===== config.mk =====
export PLATFORM = sky130hd
export DESIGN_NAME = spi_sclk_engine
export DESIGN_NICKNAME = d
export VERILOG_FILES = /design/src/rtl/spi_sclk_engine.sv
export SDC_FILE = /design/constraint.sdc
export NUM_CORES = 1
export LEC_CHECK = 0
export CORE_ASPECT_RATIO = 0.9
export CORE_MARGIN = 2
export CORE_UTILIZATION = 49
export DETAILED_ROUTE_END_ITERATION = 10
export GPL_ROUTABILITY_DRIVEN = 0
export GPL_TIMING_DRIVEN = 0
export PLACE_DENSITY = 0.77
export RECOVER_POWER = 25
export REMOVE_ABC_BUFFERS = 1
export SLEW_MARGIN = 20
export SYNTH_ARGS = -nofsm -noshare
export SYNTH_HDL_FRONTEND = slang
export SYNTH_SLANG_ARGS = --single-unit

===== constraint.sdc =====
create_clock -name i_clk -period 2.05 [get_ports i_clk]
set_input_delay 0.615 -clock i_clk [delete_from_list [all_inputs] [get_ports i_clk]]
set_output_delay 0.615 -clock i_clk [all_outputs]
set_load 0.03 [all_outputs]

===== src/rtl/spi_sclk_engine.sv =====
// spi_sclk_engine: framed SPI serial-clock generator with runtime divider, CPOL/CPHA strobes and abort
module spi_sclk_engine #(
  parameter int DIV_W  = 8,
  parameter int BITS_W = 6
) (
  input  logic              i_clk,
  input  logic              i_reset_n,
  input  logic [DIV_W-1:0]  i_div,
  input  logic [BITS_W-1:0] i_nbits,
  input  logic              i_cpol,
  input  logic              i_cpha,
  input  logic              i_start,
  input  logic              i_abort,
  output logic              o_sclk,
  output logic              o_sclk_rising_edge,
  output logic              o_sclk_falling_edge,
  output logic              o_sample_spi_data,
  output logic              o_setup_spi_data,
  output logic              o_busy,
  output logic              o_done,
  output logic [BITS_W:0]   o_bit_cnt
);
  typedef enum logic [1:0] {IDLE, RUN, TAIL} state_t;
  state_t state, state_n;
  logic [DIV_W-1:0] cnt, cnt_n, div_q;
  logic [BITS_W-1:0] nbits_q;
  logic cpol_q, cpha_q, latch;
  logic [BITS_W+1:0] edge_q, edge_n, k, last_edge;
  logic ev, lead, sclk_n, rise_n, fall_n, sample_n, setup_n, done_n;
  logic [BITS_W:0] bit_cnt_n;
  assign ev = cnt == div_q;
  assign k = edge_q + (BITS_W+2)'(1);
  assign lead = k[0];
  // nbits of zero encodes a full 2^BITS_W-bit frame
  assign last_edge = nbits_q == '0 ? {1'b1, {(BITS_W+1){1'b0}}} : {1'b0, nbits_q, 1'b0};
  always_comb begin
    state_n = state;
    cnt_n = cnt;
    edge_n = edge_q;
    sclk_n = o_sclk;
    rise_n = 1'b0;
    fall_n = 1'b0;
    sample_n = 1'b0;
    setup_n = 1'b0;
    done_n = 1'b0;
    bit_cnt_n = o_bit_cnt;
    latch = 1'b0;
    case (state)
      IDLE: begin
        sclk_n = i_cpol;
        if (i_start && !i_abort) begin
          latch = 1'b1;
          state_n = RUN;
          cnt_n = '0;
          edge_n = '0;
          bit_cnt_n = '0;
          setup_n = !i_cpha;
        end
      end
      RUN: begin
        cnt_n = ev ? '0 : cnt + DIV_W'(1);
        if (ev) begin
          sclk_n = !o_sclk;
          rise_n = !o_sclk;
          fall_n = o_sclk;
          edge_n = k;
          sample_n = lead ^ cpha_q;
          setup_n = cpha_q ? lead : (!lead && k != last_edge);
          bit_cnt_n = o_bit_cnt + (BITS_W+1)'(sample_n);
          state_n = k == last_edge ? TAIL : RUN;
        end
      end
      TAIL: begin
        cnt_n = ev ? '0 : cnt + DIV_W'(1);
        state_n = ev ? IDLE : TAIL;
        done_n = ev;
      end
      default: state_n = IDLE;
    endcase
    // abort parks the clock at idle polarity silently, keeping the sample count
    if (i_abort && state != IDLE) begin
      state_n = IDLE;
      cnt_n = cnt;
      edge_n = edge_q;
      sclk_n = cpol_q;
      rise_n = 1'b0;
      fall_n = 1'b0;
      sample_n = 1'b0;
      setup_n = 1'b0;
      done_n = 1'b0;
      bit_cnt_n = o_bit_cnt;
    end
  end
  always_ff @(posedge i_clk) begin
    if (!i_reset_n) begin
      state <= IDLE;
      cnt <= '0;
      edge_q <= '0;
      div_q <= '0;
      nbits_q <= '0;
      cpol_q <= 1'b0;
      cpha_q <= 1'b0;
      o_sclk <= 1'b0;
      o_sclk_rising_edge <= 1'b0;
      o_sclk_falling_edge <= 1'b0;
      o_sample_spi_data <= 1'b0;
      o_setup_spi_data <= 1'b0;
      o_busy <= 1'b0;
      o_done <= 1'b0;
      o_bit_cnt <= '0;
    end else begin
      state <= state_n;
      cnt <= cnt_n;
      edge_q <= edge_n;
      o_sclk <= sclk_n;
      o_sclk_rising_edge <= rise_n;
      o_sclk_falling_edge <= fall_n;
      o_sample_spi_data <= sample_n;
      o_setup_spi_data <= setup_n;
      o_busy <= state_n != IDLE;
      o_done <= done_n;
      o_bit_cnt <= bit_cnt_n;
      if (latch) begin
        div_q <= i_div;
        nbits_q <= i_nbits;
        cpol_q <= i_cpol;
        cpha_q <= i_cpha;
      end
    end
  end
endmodule


==> out/results.ini, run 1 <==
[status]
status = finished clean

[sta]
final_hold_viol_count = 0
min_period_over_period = 0.9765
maxSlewViolCount = 0
tightest_slew_ns = 0.6578
finalSetupViolations = 0
slew_headroom = 0.5607
fmax_ghz = 0.4996
grt_setup_unrepaired = false
finClkSkew_ns = 0.007896
post-route-min-period_ns = 2.002

[cells_and_area]
fin_util = 0.6618
drive_above_1_share = 0.1445
final_cell_area_um2 = 3239
antenna_cells = 0
nets = 373
register_area_um2 = 970.9
n_fill_cell = 426
multi_input_area_um2 = 1567
area_growth_pct = 28.61

[global_routing]
grt-ovfl-total = 0
grt_antenna_before_repair = 0
grt_util_all_layers = 0.2209
grt_pass1_vias = 2164
grt_pass1_wl_mm = 10.06
grt_max_degree = 18

[clock_tree]
cts.path.max_buffers = 2
clock-root-buffer = clkbuf_8
clk_pin_slew_worst_paths_ns = 0.09
cts_hold_buf = 0
numCtsBuffers = 5
clkSinkCount = 48
cts_tree = done
clkLatencyLatePin_ns = 0.31
h-tree-depth = 2

[placement]
dp_hpwl_mm = 3.832
dpl_cell_area_um2 = 2883
io_buffers = 33

[routing]
first_iter_violations = 168
drt_wl_total_mm = 6.060
wl_per_cell_um = 14.74
drc = 0
post_drt_via_cell_ratio = 5.667
vias = 2329
ant_nets = 0
dr.pass1.iters = 5

[synth]
synth_ff_type = dfxtp_1
synth-async-reset-ratio = 0
yosysWarnings = 0
netlist.area_leader.share = 0.3815
ys_seq_elements = 48
yosysUniqueCellTypes = 54
synth_area_leaders = dfxtp_1 38%, a21oi_1 6.0%, xor2_1 5.9%
yosysSeqAreaShare = 0.3815
syn_inst = 300
avgSynthCellArea_um2 = 8.396
synthesis.area_um2 = 2519
synth_top_area_cell = dfxtp_1
synth_edf_count = 0

[worst_setup_path]
path_class = reg -> out
critical-path-max-stage-delay_ns = 0.69
worstPathMaxFanout = 4
crit_buf_inv = 1
crit_arrival_ns = 1.39
cp_top_family = buffers and inverters
endpoint_kind = primary output
startpoint_type = register
worstPathRequired_ns = 1.43
crit_chain = clkdlybuf4s50_1
worst_path_max_delay_cell = clkdlybuf4s50_1

[power_and_ir_drop]
ir_drop_uv = 538.9
power.density_nw_per_um2 = 802.5
leakage_nw = 1.347

[die]
core_um2 = 4895
io_pins = 34
initial_core_util = 0.5146
fp.dieArea_um2 = 5730
rows = 24
die_x_um = 79.57
die_h_um = 72.02

[worst_hold_path]
hp-class = reg -> reg

[job]
max_cap_violations = 0

-- stage by stage --
step / worst slack, ns / power [W] / TNS, ns / instances / hold slack [ns]
2_1_floorplan: -0.03519 / 0.001576 / -0.03519 / 288 / 0.4365
3_3_place_gp: -0.8764 / 0.001790 / -23.97 / 386 / 0.4475
3_5_place_dp: -0.9317 / 0.001810 / -26.33 / 386 / 0.4559
4_1_cts: 0.001558 / 0.002503 / 0 / 406 / 0.4694
5_1_grt: 0.002757 / 0.002731 / 0 / 411 / 0.4899
6_report: 0.04826 / 0.002600 / 0 / 411 / 0.4697
-- Yosys cell counts, types with 2 or more instances --
library cell and n:
xor2_1 17, xnor2_1 7, nand3_1 12, mux2i_1 4, nand4_1 9, o22ai_1 3
and3_1 5, buf_2 2, nor3_1 5, nor2b_1 2, a21boi_0 2, a21oi_1 30
dfxtp_1 48, nand2_1 39, ha_1 8, and4_1 3, o31ai_1 3, nor2_1 15
or3_1 3, nand3b_1 2, clkbuf_1 10, or4_1 3, inv_1 16, o21ai_0 12
nor4_2 2, and2_1 3, nor3b_1 2, a211oi_1 2, o2111ai_1 4, o211ai_1 2
o21ai_1 2
-- flip-flops by register name, indices dropped and copies added (netlist names), 2 cells and up --
signal	count
edge_q	8
o_bit_cnt	7
nbits_q	6
cnt	8
div_q	8
state	2
-- kinds of logic (layout without fill, tap and decap cells) --
logic type,count (synthesis),count (layout),synth area share
flip-flops,48,48,0.3815
adder cells (fa/ha/maj),8,8,0.03974
buffers and inverters,28,74,0.04273
AND/OR/NAND/NOR,113,113,0.2404
multiplexers,4,4,0.01590
XOR/XNOR,25,25,0.09240
AO/OA/AOI/OAI,74,74,0.1873
-- routing by layer --
| metal | up-vias | share of wire | GRT usage |
|---|---|---|---|
| li1 | 1160 | - | - |
| met1 | 1078 | 0.45 | 0.2875 |
| met2 | 81 | 0.47 | 0.3632 |
| met3 | 10 | 0.063 | 0.06219 |
| met4 | 0 | 0.015 | 0.05747 |
| met5 | - | 0 | 0 |
-- report_power, final --
part / switching, W / total, W / internal [W] / leakage (nW)
Combinational: 0.000516 / 0.000935 / 0.000419 / 0.908
Sequential: 0.0000782 / 0.00109 / 0.00101 / 0.392
Clock: 0.000341 / 0.000579 / 0.000239 / 0.0479
Total: 0.000935 / 0.00260 / 0.00166 / 1.35
-- layout by cell type, fill, tap and decap left out, types with 3 or more instances in the layout --
cell type / count
a21oi_1: 29
and3_1: 5
and4_1: 3
buf_4: 16
clkbuf_8: 5
clkdlybuf4s50_1: 24
dfxtp_1: 44
dlymetal6s2s_1: 6
ha_1: 5
ha_4: 3
inv_1: 14
mux2i_1: 4
nand2_1: 39
nand3_1: 12
nand4_1: 9
nor2_1: 15
nor3_1: 5
o2111ai_1: 4
o21ai_0: 10
o21ai_1: 3
o22ai_1: 3
o31ai_1: 3
or3_1: 3
or4_1: 3
xnor2_1: 6
xor2_1: 17
-- final timing paths --
kind            start  depth (start not counted)      endpoint  slack (ns)
min          div_q[0]                          2      div_q[0]        0.47
max reg2reg  state[0]                          7  o_bit_cnt[6]        0.08
max            o_sclk                          1        o_sclk        0.05
min reg2reg  div_q[0]                          2      div_q[0]        0.47
-- worst register-to-register path, cell delays in order (launching register included) --
cell and delay (ns):
dfxtp_4 0.40, inv_1 0.10, ha_4 0.22, mux2i_1 0.12
or2_4 0.26, or3_1 0.37, or3_1 0.31, a21oi_1 0.13
-- final cells by class --
cell class	count	area share
Multi-Input combinational cell	224	0.4836
Sequential cell	48	0.2997
Timing Repair Buffer	49	0.1433
Tap cell	65	0.02511
Clock buffer	5	0.02124
Inverter	16	0.01970
Clock inverter	3	0.005794
Timing Repair inverter	1	0.001545
-- timing repair --
action / in CTS / in global routing
pin swaps: 3 / 3
gates cloned: 1 / 0
buffers inserted: 11 / 5
gates resized for setup: 22 / 18
endpoints found under the setup margin: 48 / 23
(Power assumes the default switching activity.)
==> run 2: changes to the inputs <==
--- a/config.mk
+++ b/config.mk
@@ -6,7 +6,7 @@
 export NUM_CORES = 1
 export LEC_CHECK = 0
 export CORE_ASPECT_RATIO = 0.9
-export CORE_MARGIN = 2
+export CORE_MARGIN = 8
 export CORE_UTILIZATION = 49
 export DETAILED_ROUTE_END_ITERATION = 10
 export GPL_ROUTABILITY_DRIVEN = 0
@@ -14,6 +14,7 @@
 export PLACE_DENSITY = 0.77
 export RECOVER_POWER = 25
 export REMOVE_ABC_BUFFERS = 1
+export SETUP_SLACK_MARGIN = 0.15
 export SLEW_MARGIN = 20
 export SYNTH_ARGS = -nofsm -noshare
 export SYNTH_HDL_FRONTEND = slang
==> run 2 against run 1 <==
  * Count of clock-buffer cells in the layout unchanged
  * Clock power increased by 15%
  * Register-to-register slack improved by 0.09 ns
  * Sequential cell count unchanged
  * Critical path type is now reg -> reg
  * Highest routed layer unchanged
==> out/results.ini, run 2 (synthesized netlist as in run 1, its figures left out) <==
[routing]
vias = 2431
drt_wl_total_mm = 6.834
post_drt_via_cell_ratio = 5.774
drc = 0
first_iter_violations = 188
dr.pass1.iters = 4
wl_per_cell_um = 16.23
ant_nets = 0

[sta]
finalSetupViolations = 0
setup_ws_ns = 0.1690
hold-worst-slack_ns = 0.4689
slew_headroom = 0.6428
final_hold_viol_count = 0
fmax_ghz = 0.5316
tightest_slew_ns = 0.5328
grt_setup_unrepaired = true
finalSetupTns_ns = 0
min_period_over_period = 0.9176
finClkSkew_ns = 0.01173
post-route-min-period_ns = 1.881
maxSlewViolCount = 0

[cells_and_area]
finalNonFillerCells = 421
area_growth_pct = 33.38
top_regs = cnt x8, div_q x8, edge_q x8
n_fill_cell = 414
drive_above_1_share = 0.2079
final_cell_mix = 39 x nand2_1, 37 x dfxtp_1, 29 x a21oi_1
antenna_cells = 0
final_common_cell = nand2_1
final_cell_area_um2 = 3359
nets = 385

[placement]
dpl_cell_area_um2 = 2883
placed_cells = 386
place_ws_ns = -0.9115
dp_hpwl_mm = 4.019
io_buffers = 33

[clock_tree]
cts_hold_buf = 0
cts_tree = done
clk_pin_slew_worst_paths_ns = 0.09
clock-root-buffer = clkbuf_8
clkLatencyLatePin_ns = 0.31
numCtsBuffers = 5
h-tree-depth = 2
clkSinkCount = 48
cts.path.max_buffers = 2

[die]
io_pins = 34
die_x_um = 91.57
rows = 24
initial_core_util = 0.5146
die_h_um = 84.02
core_um2 = 4895
fp.dieArea_um2 = 7693

[worst_setup_path]
startpoint = div_q[2]
r2r_start = div_q[2]
crit_arrival_ns = 2.09
endpoint_kind = register
worstPathRequired_ns = 2.26
startpoint_type = register
path_class = reg -> reg
worstPathMaxFanout = 7

[status]
status = finished clean

[global_routing]
grt_antenna_before_repair = 0
grt_pass1_wl_mm = 10.57
grt_util_all_layers = 0.1662
grt-ovfl-total = 0
grt_max_degree = 18
grt_pass1_vias = 2191

[power_and_ir_drop]
ir_drop_uv = 564.2
power.density_nw_per_um2 = 843.6
leakage_nw = 1.355

[job]
max_cap_violations = 0

[worst_hold_path]
min_from = div_q[3]
hp-class = reg -> reg

-- run 2: cell types whose count changed in the layout (fill, tap and decap cells not counted), moves of 5 or more --
| cell | previous run | this run |
|---|---|---|
| buf_4 | 16 | 23 |
| dlygate4sd2_1 | 2 | 14 |
| clkdlybuf4s50_1 | 24 | 16 |
| dfxtp_2 | 2 | 7 |
| dfxtp_1 | 44 | 37 |
| dlymetal6s2s_1 | 6 | 0 |
-- run 2: path summary, 6_finish.rpt --
check,endpoint,slack [ns],cells after the start
hold reg to reg,div_q[3],0.47,2
hold / removal,div_q[3],0.47,2
setup / recovery,o_bit_cnt[5],0.17,6
setup reg to reg,o_bit_cnt[5],0.17,6
-- run 2: final cells by class --
type | count | area (um2) | area share
clock buffer | 5 | 68.82 | 0.02048
timing repair inverter | 1 | 5.005 | 0.001490
multi-input combinational | 225 | 1604 | 0.4775
timing repair buffer | 60 | 521.8 | 0.1553
inverter | 16 | 63.81 | 0.01899
tap | 65 | 81.33 | 0.02421
clock inverter | 1 | 30.03 | 0.008939
sequential | 48 | 984.7 | 0.2931
-- run 2: timing repair --
item                       CTS  global route
setup endpoints to repair   59            30
gates resized for setup     49            21
cloned                       1             1
pin swaps                    8            13
buffers inserted            14            13
-- run 2: critical path, cell delays in order, from the launching register on --
cell     delay, ns
dfxtp_2       0.33
xor2_1        0.18
nor4_4        0.43
a21oi_4       0.16
buf_4         0.18
o311a_1       0.35
a21o_1        0.16
-- run 2: per-stage QoR --
stage	util	power [W]
after global routing	0.6864	0.002956
after global placement	0.5890	0.001790
final	0.6864	0.002834
after detailed placement	0.5890	0.001808
after floorplan	-	0.001576
after CTS	0.6547	0.002625
-- run 2: layer usage --
layer	vias up	global-route usage	routed length [um]
li1	1187	-	-
met1	1128	0.2075	2917
met2	96	0.2564	3192
met3	20	0.04856	506
met4	0	0.07429	217
met5	-	0	0
-- run 2: power breakdown --
group / internal [W] / switching [W] / leakage [nW]
logic: 0.000493 / 0.000605 / 0.909
registers: 0.00101 / 0.0000639 / 0.396
clock network: 0.000351 / 0.000316 / 0.0501
==> run 3: changes to the inputs <==
--- a/config.mk
+++ b/config.mk
@@ -6,7 +6,6 @@
 export NUM_CORES = 1
 export LEC_CHECK = 0
 export CORE_ASPECT_RATIO = 0.9
-export CORE_MARGIN = 8
 export CORE_UTILIZATION = 49
 export DETAILED_ROUTE_END_ITERATION = 10
 export GPL_ROUTABILITY_DRIVEN = 0
==> run 3 against run 2 <==
  * Sequential power about the same
  * Global-route usage increased by 7.9 points
  * Combinational power decreased by 4%
  * Largest cell class unchanged
  * Highest routed layer unchanged
==> out/results.ini, run 3 (synthesized netlist as in run 1, its figures left out) <==
[status]
status = finished clean

[cells_and_area]
finalNonFillerCells = 422
drive_above_1_share = 0.2185
area_growth_pct = 31.55
final_common_cell = nand2_1
final_cell_mix = 39 x nand2_1, 35 x dfxtp_1, 28 x a21oi_1
antenna_cells = 0
top_regs = cnt x8, div_q x8, edge_q x8
nets = 384

[clock_tree]
clkSinkCount = 48
numCtsBuffers = 5
clkLatencyLatePin_ns = 0.31
clk_pin_slew_worst_paths_ns = 0.10
cts_tree = done
cts_hold_buf = 0
clock-root-buffer = clkbuf_8
cts.path.max_buffers = 2
h-tree-depth = 2

[worst_setup_path]
path_class = reg -> reg
critical-path-max-stage-delay_ns = 0.55
endpoint_kind = register
worstPathRequired_ns = 2.28
cp_top_family = simple AND/OR/NAND/NOR gates
crit_chain = or4_4, nor3_4, xnor3_1, and4_1, o31ai_2
worstPathMaxFanout = 3
worst_path_max_delay_cell = or4_4
startpoint_type = register
crit_arrival_ns = 2.15
crit_buf_inv = 0

[placement]
placed_cells = 386
dp_hpwl_mm = 3.797
io_buffers = 33
place_ws_ns = -0.9856

[global_routing]
grt_antenna_before_repair = 0
grt-ovfl-total = 0
grt_util_all_layers = 0.2453
grt_pass1_wl_mm = 10.54
grt_max_degree = 18
grt_pass1_vias = 2301

[routing]
drt_wl_total_mm = 6.604
vias = 2402
drc = 0
dr.pass1.iters = 5
first_iter_violations = 149
wl_per_cell_um = 15.65
ant_nets = 0
post_drt_via_cell_ratio = 5.692

[power_and_ir_drop]
ir_drop_uv = 500.0
power.density_nw_per_um2 = 818.6
leakage_nw = 1.324

[sta]
min_period_over_period = 0.9346
final_hold_viol_count = 0
maxSlewViolCount = 0
finalSetupViolations = 0
slew_headroom = 0.6561
setup_ws_ns = 0.1341
finClkSkew_ns = 0.01410
grt_setup_unrepaired = true
post-route-min-period_ns = 1.916
tightest_slew_ns = 0.5130
fmax_ghz = 0.5220

[die]
rows = 24
die_x_um = 77.57
io_pins = 34
die_h_um = 70.02
core_um2 = 4895
initial_core_util = 0.5146
fp.dieArea_um2 = 5431

[job]
max_cap_violations = 0

[worst_hold_path]
hp-class = reg -> reg

==> run 3: power breakdown <==
part | internal (W) | switching (W) | total, W
sequential | 0.00101 | 0.0000664 | 0.00107
combinational | 0.000456 | 0.000608 | 0.00106
clock | 0.000238 | 0.000338 | 0.000576
==> run 3: final cells by class <==
class                      instances  area, um2
sequential                        48      987.2
tap                               65      81.33
fill                             370       1582
multi-input combinational        225       1610
timing repair buffer              59      478.0
clock buffer                       5      68.82
timing repair inverter             1      5.005
clock inverter                     3      18.77
inverter                          16      63.81
==> run 3: layer usage <==
layer	global-route usage	part of all wire	wire (um)	vias to the layer above
met5	0	0	0	-
met4	0.09434	0.012	80	0
met3	0.05490	0.066	435	11
met2	0.4041	0.49	3242	88
met1	0.3113	0.43	2846	1122
li1	-	-	-	1181
==> run 3: final timing paths <==
check	startpoint	endpoint	slack [ns]	cells past startpoint
worst max-delay path	nbits_q[0]	o_setup_spi_data	0.13	5
worst max register to register	nbits_q[0]	o_setup_spi_data	0.13	5
worst min-delay path	div_q[7]	div_q[7]	0.48	2
worst min register to register	div_q[7]	div_q[7]	0.48	2
==> run 3: worst reg2reg max path, delay by kind of cell (launching register included) <==
kind	cells	cell delay, ns
AO/OA/AOI/OAI	1	0.25
flip-flops	1	0.35
AND/OR/NAND/NOR	3	0.95
XOR/XNOR	1	0.30
==> run 3: what timing repair did <==
action | 4_1_cts | 5_1_grt
pin swaps | 8 | 9
resized for setup | 46 | 26
setup endpoints to repair | 57 | 30
gates cloned | 1 | 1
buffers inserted | 12 | 14
==> run 3: metrics by stage <==
step	utilization	total power, W	hold WS, ns	TNS, ns	area [um2]
final	0.6769	0.002712	0.4758	0	3313
after detailed placement	0.5890	0.001807	0.4566	-25.55	2883
after global routing	0.6769	0.002843	0.4969	0	3313
after floorplan	-	0.001576	0.4365	-0.03519	2471
after CTS	0.6478	0.002524	0.4745	0	3171
after global placement	0.5890	0.001790	0.4406	-24.42	2883
